### config.mk
export PLATFORM = sky130hd
export DESIGN_NAME = multicycle_controller
export DESIGN_NICKNAME = d
export VERILOG_FILES = /design/src/rtl/multicycle_controller.sv
export SDC_FILE = /design/constraint.sdc
export NUM_CORES = 1
export LEC_CHECK = 0
export BUFFER_PORTS_ARGS = -buffer_cell sky130_fd_sc_hd__buf_2
export CAP_MARGIN = 20
export CORE_MARGIN = 4
export CORE_UTILIZATION = 55
export CTS_CLUSTER_DIAMETER = 40
export DETAILED_ROUTE_END_ITERATION = 8
export PLACE_DENSITY = 0.86
export SLEW_MARGIN = 25
export SYNTH_ARGS = -nofsm -noshare
export SYNTH_HDL_FRONTEND = slang
export SYNTH_SLANG_ARGS = --single-unit
### constraint.sdc
create_clock -name clk -period 2.95 [get_ports clk]
set_clock_uncertainty 0.2 [all_clocks]
set_input_delay 0 -clock clk [delete_from_list [all_inputs] [get_ports clk]]
set_output_delay 0 -clock clk [all_outputs]
set_load 0.05 [all_outputs]
### src/rtl/multicycle_controller.sv
// rtl/multicycle_controller.sv - Moore control FSM for a multicycle lw/sw/R/I core with memory-wait timeout
// Optional feature: define MULTICYCLE_ILLEGAL_TRAP_EN to trap unknown opcodes (sets illegal_instr).
module multicycle_controller #(
  parameter int WAIT_LIMIT = 255
) (
  input  logic       clk,
  input  logic       rst_n,
  input  logic [6:0] opcode,
  input  logic       mem_ready,
  output logic       mem_req,
  output logic       mem_we,
  output logic       adr_src,
  output logic       ir_write,
  output logic       pc_write,
  output logic       reg_write,
  output logic [1:0] imm_src,
  output logic [1:0] alu_src_a,
  output logic [1:0] alu_src_b,
  output logic [1:0] alu_op,
  output logic [1:0] result_src,
  output logic [3:0] state,
  output logic       bus_error,
  output logic       illegal_instr
);

  typedef enum logic [3:0] {
    S_FETCH     = 4'd0,
    S_DECODE    = 4'd1,
    S_MEM_ADR   = 4'd2,
    S_MEM_READ  = 4'd3,
    S_MEM_WB    = 4'd4,
    S_MEM_WRITE = 4'd5,
    S_EXEC_R    = 4'd6,
    S_EXEC_I    = 4'd7,
    S_ALU_WB    = 4'd8,
    S_TRAP      = 4'd9
  } state_t;

  localparam logic [6:0] OP_LW = 7'b0000011;
  localparam logic [6:0] OP_SW = 7'b0100011;
  localparam logic [6:0] OP_R  = 7'b0110011;
  localparam logic [6:0] OP_I  = 7'b0010011;
  localparam logic [7:0] LIMIT_M1 = 8'(WAIT_LIMIT - 1);

  state_t     state_q, state_n;
  logic [7:0] wait_cnt;
  logic       active;
  logic       bus_error_q;
  logic       waiting;
  logic       timeout;

  // active stays low through reset and the first edge after release so strobes stay quiet
  assign waiting = active && !mem_ready &&
                   (state_q == S_FETCH || state_q == S_MEM_READ || state_q == S_MEM_WRITE);
  assign timeout = (WAIT_LIMIT != 0) && waiting && (wait_cnt == LIMIT_M1);

  always_comb begin
    state_n    = state_q;
    mem_req    = 1'b0;
    mem_we     = 1'b0;
    adr_src    = 1'b0;
    ir_write   = 1'b0;
    pc_write   = 1'b0;
    reg_write  = 1'b0;
    imm_src    = 2'b00;
    alu_src_a  = 2'b00;
    alu_src_b  = 2'b00;
    alu_op     = 2'b00;
    result_src = 2'b00;
    case (state_q)
      S_FETCH: begin
        mem_req    = active;
        alu_src_b  = 2'b10;
        result_src = 2'b10;
        ir_write   = active && mem_ready;
        pc_write   = active && mem_ready;
        if (mem_ready)    state_n = S_DECODE;
        else if (timeout) state_n = S_TRAP;
      end
      S_DECODE: begin
        alu_src_a = 2'b01;
        alu_src_b = 2'b01;
        imm_src   = (opcode == OP_SW) ? 2'b01 : 2'b00;
        if (opcode == OP_LW || opcode == OP_SW) state_n = S_MEM_ADR;
        else if (opcode == OP_R)                state_n = S_EXEC_R;
        else if (opcode == OP_I)                state_n = S_EXEC_I;
        else
`ifdef MULTICYCLE_ILLEGAL_TRAP_EN
          state_n = S_TRAP;
`else
          state_n = S_FETCH;
`endif
      end
      S_MEM_ADR: begin
        alu_src_a = 2'b10;
        alu_src_b = 2'b01;
        imm_src   = (opcode == OP_SW) ? 2'b01 : 2'b00;
        state_n   = (opcode == OP_SW) ? S_MEM_WRITE : S_MEM_READ;
      end
      S_MEM_READ: begin
        mem_req = 1'b1;
        adr_src = 1'b1;
        if (mem_ready)    state_n = S_MEM_WB;
        else if (timeout) state_n = S_TRAP;
      end
      S_MEM_WB: begin
        result_src = 2'b01;
        reg_write  = 1'b1;
        state_n    = S_FETCH;
      end
      S_MEM_WRITE: begin
        mem_req = 1'b1;
        mem_we  = 1'b1;
        adr_src = 1'b1;
        if (mem_ready)    state_n = S_FETCH;
        else if (timeout) state_n = S_TRAP;
      end
      S_EXEC_R: begin
        alu_src_a = 2'b10;
        alu_op    = 2'b10;
        state_n   = S_ALU_WB;
      end
      S_EXEC_I: begin
        alu_src_a = 2'b10;
        alu_src_b = 2'b01;
        alu_op    = 2'b10;
        state_n   = S_ALU_WB;
      end
      S_ALU_WB: begin
        reg_write = 1'b1;
        state_n   = S_FETCH;
      end
      default: state_n = S_TRAP;
    endcase
    if (!active) state_n = state_q;
  end

  always_ff @(posedge clk or negedge rst_n) begin
    if (!rst_n) begin
      state_q     <= S_FETCH;
      wait_cnt    <= 8'd0;
      active      <= 1'b0;
      bus_error_q <= 1'b0;
    end else begin
      active   <= 1'b1;
      state_q  <= state_n;
      wait_cnt <= (state_n != state_q) ? 8'd0 : (waiting ? wait_cnt + 8'd1 : wait_cnt);
      if (timeout) bus_error_q <= 1'b1;
    end
  end

`ifdef MULTICYCLE_ILLEGAL_TRAP_EN
  logic illegal_q;
  // the only DECODE -> TRAP path is an unknown opcode
  always_ff @(posedge clk or negedge rst_n) begin
    if (!rst_n) illegal_q <= 1'b0;
    else if (state_q == S_DECODE && state_n == S_TRAP) illegal_q <= 1'b1;
  end
  assign illegal_instr = illegal_q;
`else
  assign illegal_instr = 1'b0;
`endif

  assign state     = state_q;
  assign bus_error = bus_error_q;

endmodule

* After elaboration in Yosys (flattened, before gate mapping)
Cells that the tools add are included.
** Storage, ports and cells
- Bits of input ports :: 10
- Word-level logic and storage cells :: 58
- Output and inout port bits :: 22
- Flip-flop bits (word level) :: 14
** Cells by class
- Reduce and logical (&&, ||, !) cells :: 16
- Eq/ne operators :: 14
- $add $sub $neg :: 1
- Mux-type cells :: 23
** Operators by type and width (number)
- case mux 4 bit (7 select lines) :: 1
- two-way mux 4 bit :: 5
- == test 4 x 3 -> 1 bit, second input constant :: 4
- two-way mux 8 bit :: 2
- == test 7 x 6 -> 1 bit, second input constant :: 2
- two-way mux 3 bit :: 4
- case mux 2 bit (2 select lines) :: 3
- adder 8 x 1 -> 8 bit, second input constant :: 1
- == test 4 x 2 -> 1 bit, second input constant :: 2
- == test 8 bit, second input constant :: 1
- OR reduction 2 bit :: 4
- == test 7 x 2 -> 1 bit, second input constant :: 1
- == test 7 x 5 -> 1 bit, second input constant :: 1
- two-way mux 1 bit :: 6
- OR reduction 3 bit :: 2
- == test 4 x 1 -> 1 bit, second input constant :: 1
- == test 4 bit, second input constant :: 1
- logical AND 1 bit :: 4
- logical NOT 4 bit :: 1
- inequality test 4 bit :: 1
- logical OR 1 bit :: 3
- two-way mux 2 bit :: 1
- case mux 1 bit (2 select lines) :: 1
- nonzero test 2 bit :: 1
- logical NOT 1 bit :: 1

* Longest topological paths before layout
- Depth after elaboration :: 11
- Depth in mapped cells :: 6
- Mapped depth without buffers :: 6

* Least setup slack after synthesis
Ideal clock, no wire load.
- Path type :: register to register
- Start point :: register state_q[0], in the netlist state[0]
- End point :: register wait_cnt[0]
- Arrival :: 3.280 ns
- Library setup time :: 0.101 ns
- Path buffers :: 1
- Setup slack :: -0.631 ns
- Clock period less this slack :: 3.581 ns
- Cell stages (with the launch flop) :: 7
- Data required time :: 2.649 ns
- Cell sequence :: dfrtp_1 > buf_2 > nor4b_1 > nand4bb_1 > nand3_1 > a211oi_2 > nor4_1
** On the way
- Cells in the longest elaborated chain, start to end :: 11
- Elaborated cells on any way between the ends :: 24
- Classes of those cells :: eq/ne: 9; mux: 7; reduce/logical: 8
** RTL lines
- from (decl) :: line 45 : state_t state_q, state_n;
- from (signal assigned) :: line 146 : state_q <= state_n;
- == test 4 x 2 -> 1 bit / logical NOT 4 bit (equally long branches) :: line 54, 70
- logical OR 1 bit (2 in a row) :: line 54 : (state_q == S_FETCH || state_q == S_MEM_READ || state_q == S_MEM_WRITE);
- logical AND 1 bit :: line 53 : assign waiting = active && !mem_ready &&
- logical AND 1 bit :: line 55 : assign timeout = (WAIT_LIMIT != 0) && waiting && (wait_cnt == LIMIT_M1);
- two-way mux 4 bit :: line 78, 104, 116
- two-way mux 4 bit, on equally long branches :: line 115, 103, 77
- case mux 4 bit (7 select lines) :: line 70 : case (state_q)
- two-way mux 4 bit :: line 135 : if (!active) state_n = state_q;
- inequality test 4 bit :: line 147 : wait_cnt <= (state_n != state_q) ? 8'd0 : (waiting ? wait_cnt + 8'd1 : wait_cnt);
- two-way mux 8 bit / nonzero test 2 bit (equally long branches)
- to (signal assigned) :: line 147
- to (decl) :: line 46 : logic [7:0] wait_cnt;
Parallel ways exist; a longest one is shown, timed or not.
A chain may end at the register's enable or synchronous reset.

* Worst setup path after layout
- Start point :: register state_q[1], in the netlist state[1]
- End point :: register wait_cnt[4]
Same word-level chain as after synthesis.

==> metrics.txt <==
Die Wd=between 50 and 60 um; CTS tree=yes; pin slew with the least headroom to its limit=~0.63 ns; grt total ovfl=0; synth warn=0; ys async rst share=1.000; antenna violations before repair=0; TritonCTS Buffers=3; initial core utilization=0.5852; Crit path largest cell delay=0.75 ns; Clock Tree Buf Depth=2; EDFF count, synth=0; vias in the first global route=between 1000 and 1500; Routed WL=roughly 2800 um; Netlist cell types=47; Final ANT Viol Nets=0; Max transition margin=0.5782; Worst setup SP type=flop; Cells after Synth=roughly 140; sequential share of the synthesized area=0.3020; peak supply drop=~0.24 mV; Power per Cell Area=between 200 and 300 nW/um2; FILL cells=between 150 and 200; clk sink count=14; setup bufs post-CTS=0; Final setup viols=0; fin worst setup slack=between 0.4 and 0.5 ns; Final Max Tran Viols=0; cell area after synthesis=1160 um2; CP required=approximately 2.9 ns; layout cell share with drive strength beyond 1=0.2813; CP max FO=18; fin crit period=~2.5 ns; Root Driver=clkbuf_4; CORE AREA=1982 um2; Die Y=~54 um; Max Cap Violations=0; CP Capture Type=flop; Port Buffers=28; clock transition at the registers of the reported paths=around 0.070 ns; gpl congestion=between 0.9 and 1; CP arrival=2.40 ns; Final Hold Fails=0; Worst-Skew Late Latency=approximately 0.27 ns; hold crit path type=in2reg; RSZ-0062 raised after global routing=no; Vias/cell=6.128; drt pass-1 iters=5; DP Worst Slack=between 0.5 and 0.6 ns; first-pass GRT wire length=roughly 4800 um; Final TNS setup=0 ns; Post-DP HPWL=between 2000 and 2500 um; Top FF cell, synth=dfrtp_1; crit path kind=reg2reg; residual DRC count=0; GRT Resource Usage Total=0.2275; Vias=between 1000 and 1500; H-tree Lvls=1; DR WL/cell=about 15 um; part of the cycle the worst path needs=0.8353; Leak Pwr=between 0.5 and 0.6 nW; Synth-to-Final Area Change=15.64%; DRC marker count from the first detailed-route iteration=47; n_diodes=0; Synth Register Bits=14; Mean Syn Cell Area=~8.5 um2; nets=approximately 170; outcome=completed; Max Freq=approximately 410 MHz; Critical-path top delay cell=dfrtp_1; die area=between 2000 and 3000 um2; IO Pins=32; crit path cell chain=xor2_2 -> a22oi_2 -> or3_4 -> a31oi_4 -> nor4_1; FP Rows=16; largest net degree at the start of global routing=21; reg-to-reg slack, setup=between 0.4 and 0.5 ns
## cells in the mapped netlist, types with 2 or more instances
library cell,instances,area [um2]
nor4_1,9,56.30
buf_1,2,7.510
conb_1,2,7.510
nor2b_1,2,12.51
o31ai_1,2,15.01
a211oi_2,2,25.02
nand4_1,2,12.51
buf_4,4,30.03
inv_1,7,26.28
buf_2,3,15.01
dfrtp_1,14,350.3
nor3b_1,3,22.52
ha_1,2,25.02
a21oi_1,7,35.03
nand2b_1,5,31.28
nand4bb_1,2,22.52
a31o_2,2,17.52
nand2_1,7,26.28
nand3_1,3,15.01
nor2_1,11,41.29
clkbuf_1,3,11.26
xnor2_1,8,70.07
nor3_1,10,50.05
## cells by family after synthesis
group	synth area share
compound gates	0.1996
flops	0.3021
simple gates	0.3096
other cells	0.006475
fa+ha+maj	0.02157
xor+xnor	0.07444
buf+inv	0.07767
mux	0.008630
## final cells by class
| class | instances | area (um2) | area share |
|---|---|---|---|
| multi-input cells | 105 | 738.2 | 0.5504 |
| inverters | 7 | 26.28 | 0.01959 |
| clock buffers | 3 | 22.52 | 0.01679 |
| well taps | 27 | 33.78 | 0.02519 |
| repair buffers | 31 | 170.2 | 0.1269 |
| flip-flops and latches | 14 | 350.3 | 0.2612 |
## where the power goes
part           switching [mW]  total, mW  leakage (nW)  internal [mW]
Sequential            0.00738      0.201         0.181          0.193
Clock                  0.0541      0.101        0.0138         0.0473
Combinational          0.0323     0.0479         0.385         0.0156
Total                  0.0938      0.350         0.580          0.256
## sequential cells by signal, summed over array words and instances, names as in the netlist
| register | count |
|---|---|
| wait_cnt | 8 |
| state | 4 |
| active | 1 |
| bus_error | 1 |
## routing by layer
layer | global-route usage | vias to the layer above | part of all wire
met5 | 0 | - | 0
met4 | 0.07234 | 0 | 0.0056
met3 | 0.05540 | 4 | 0.066
met2 | 0.3891 | 56 | 0.51
met1 | 0.2781 | 543 | 0.41
li1 | - | 543 | -
## path summary, 6_finish.rpt
| kind | start | depth (start not counted) | end |
|---|---|---|---|
| min in group asynchronous | rst_n | 3 | wait_cnt[2] |
| min | opcode[3] | 5 | state[1] |
| max | state[1] | 5 | wait_cnt[4] |
| max reg2reg | state[1] | 5 | wait_cnt[4] |
| min reg2reg | bus_error | 1 | bus_error |
| max in group asynchronous | rst_n | 3 | state[2] |
## stage by stage
| stage | hold slack (ns) | total power, mW | utilization | area (um2) | std cells |
|---|---|---|---|---|---|
| floorplan | -0.4956 | 0.2351 | - | 1179 | 138 |
| global placement | -0.2995 | 0.2470 | 0.6503 | 1289 | 181 |
| detailed placement | -0.2938 | 0.2478 | 0.6503 | 1289 | 181 |
| CTS | 0.04146 | 0.3508 | 0.6768 | 1341 | 187 |
| global route | 0.09629 | 0.3656 | 0.6768 | 1341 | 187 |
| finish | 0.06935 | 0.3499 | 0.6768 | 1341 | 187 |
## cell usage in the layout, fill, tap and decap left out, types with 4 or more instances in the layout
cell,synthesis,final
a21oi_1,7,7
nand2b_1,5,5
nor2_1,11,11
nand2_1,7,7
nor4_1,9,9
xnor2_1,8,8
buf_2,3,28
inv_1,7,7
conb_1,2,4
nor3_1,10,9
dfrtp_1,14,14
## critical path, delay by kind of cell (launching register included)
family          cells  cell delay, ns
simple gates        2            0.61
xor+xnor            1            0.29
flops               1            0.75
compound gates      2            0.48
## timing repair
action / in CTS / in global routing
resized for setup: 0 / 0
hold endpoints to repair: 15 / 0
hold buffers: 3 / 0
No activity file was read; power rests on OpenSTA's default activity.
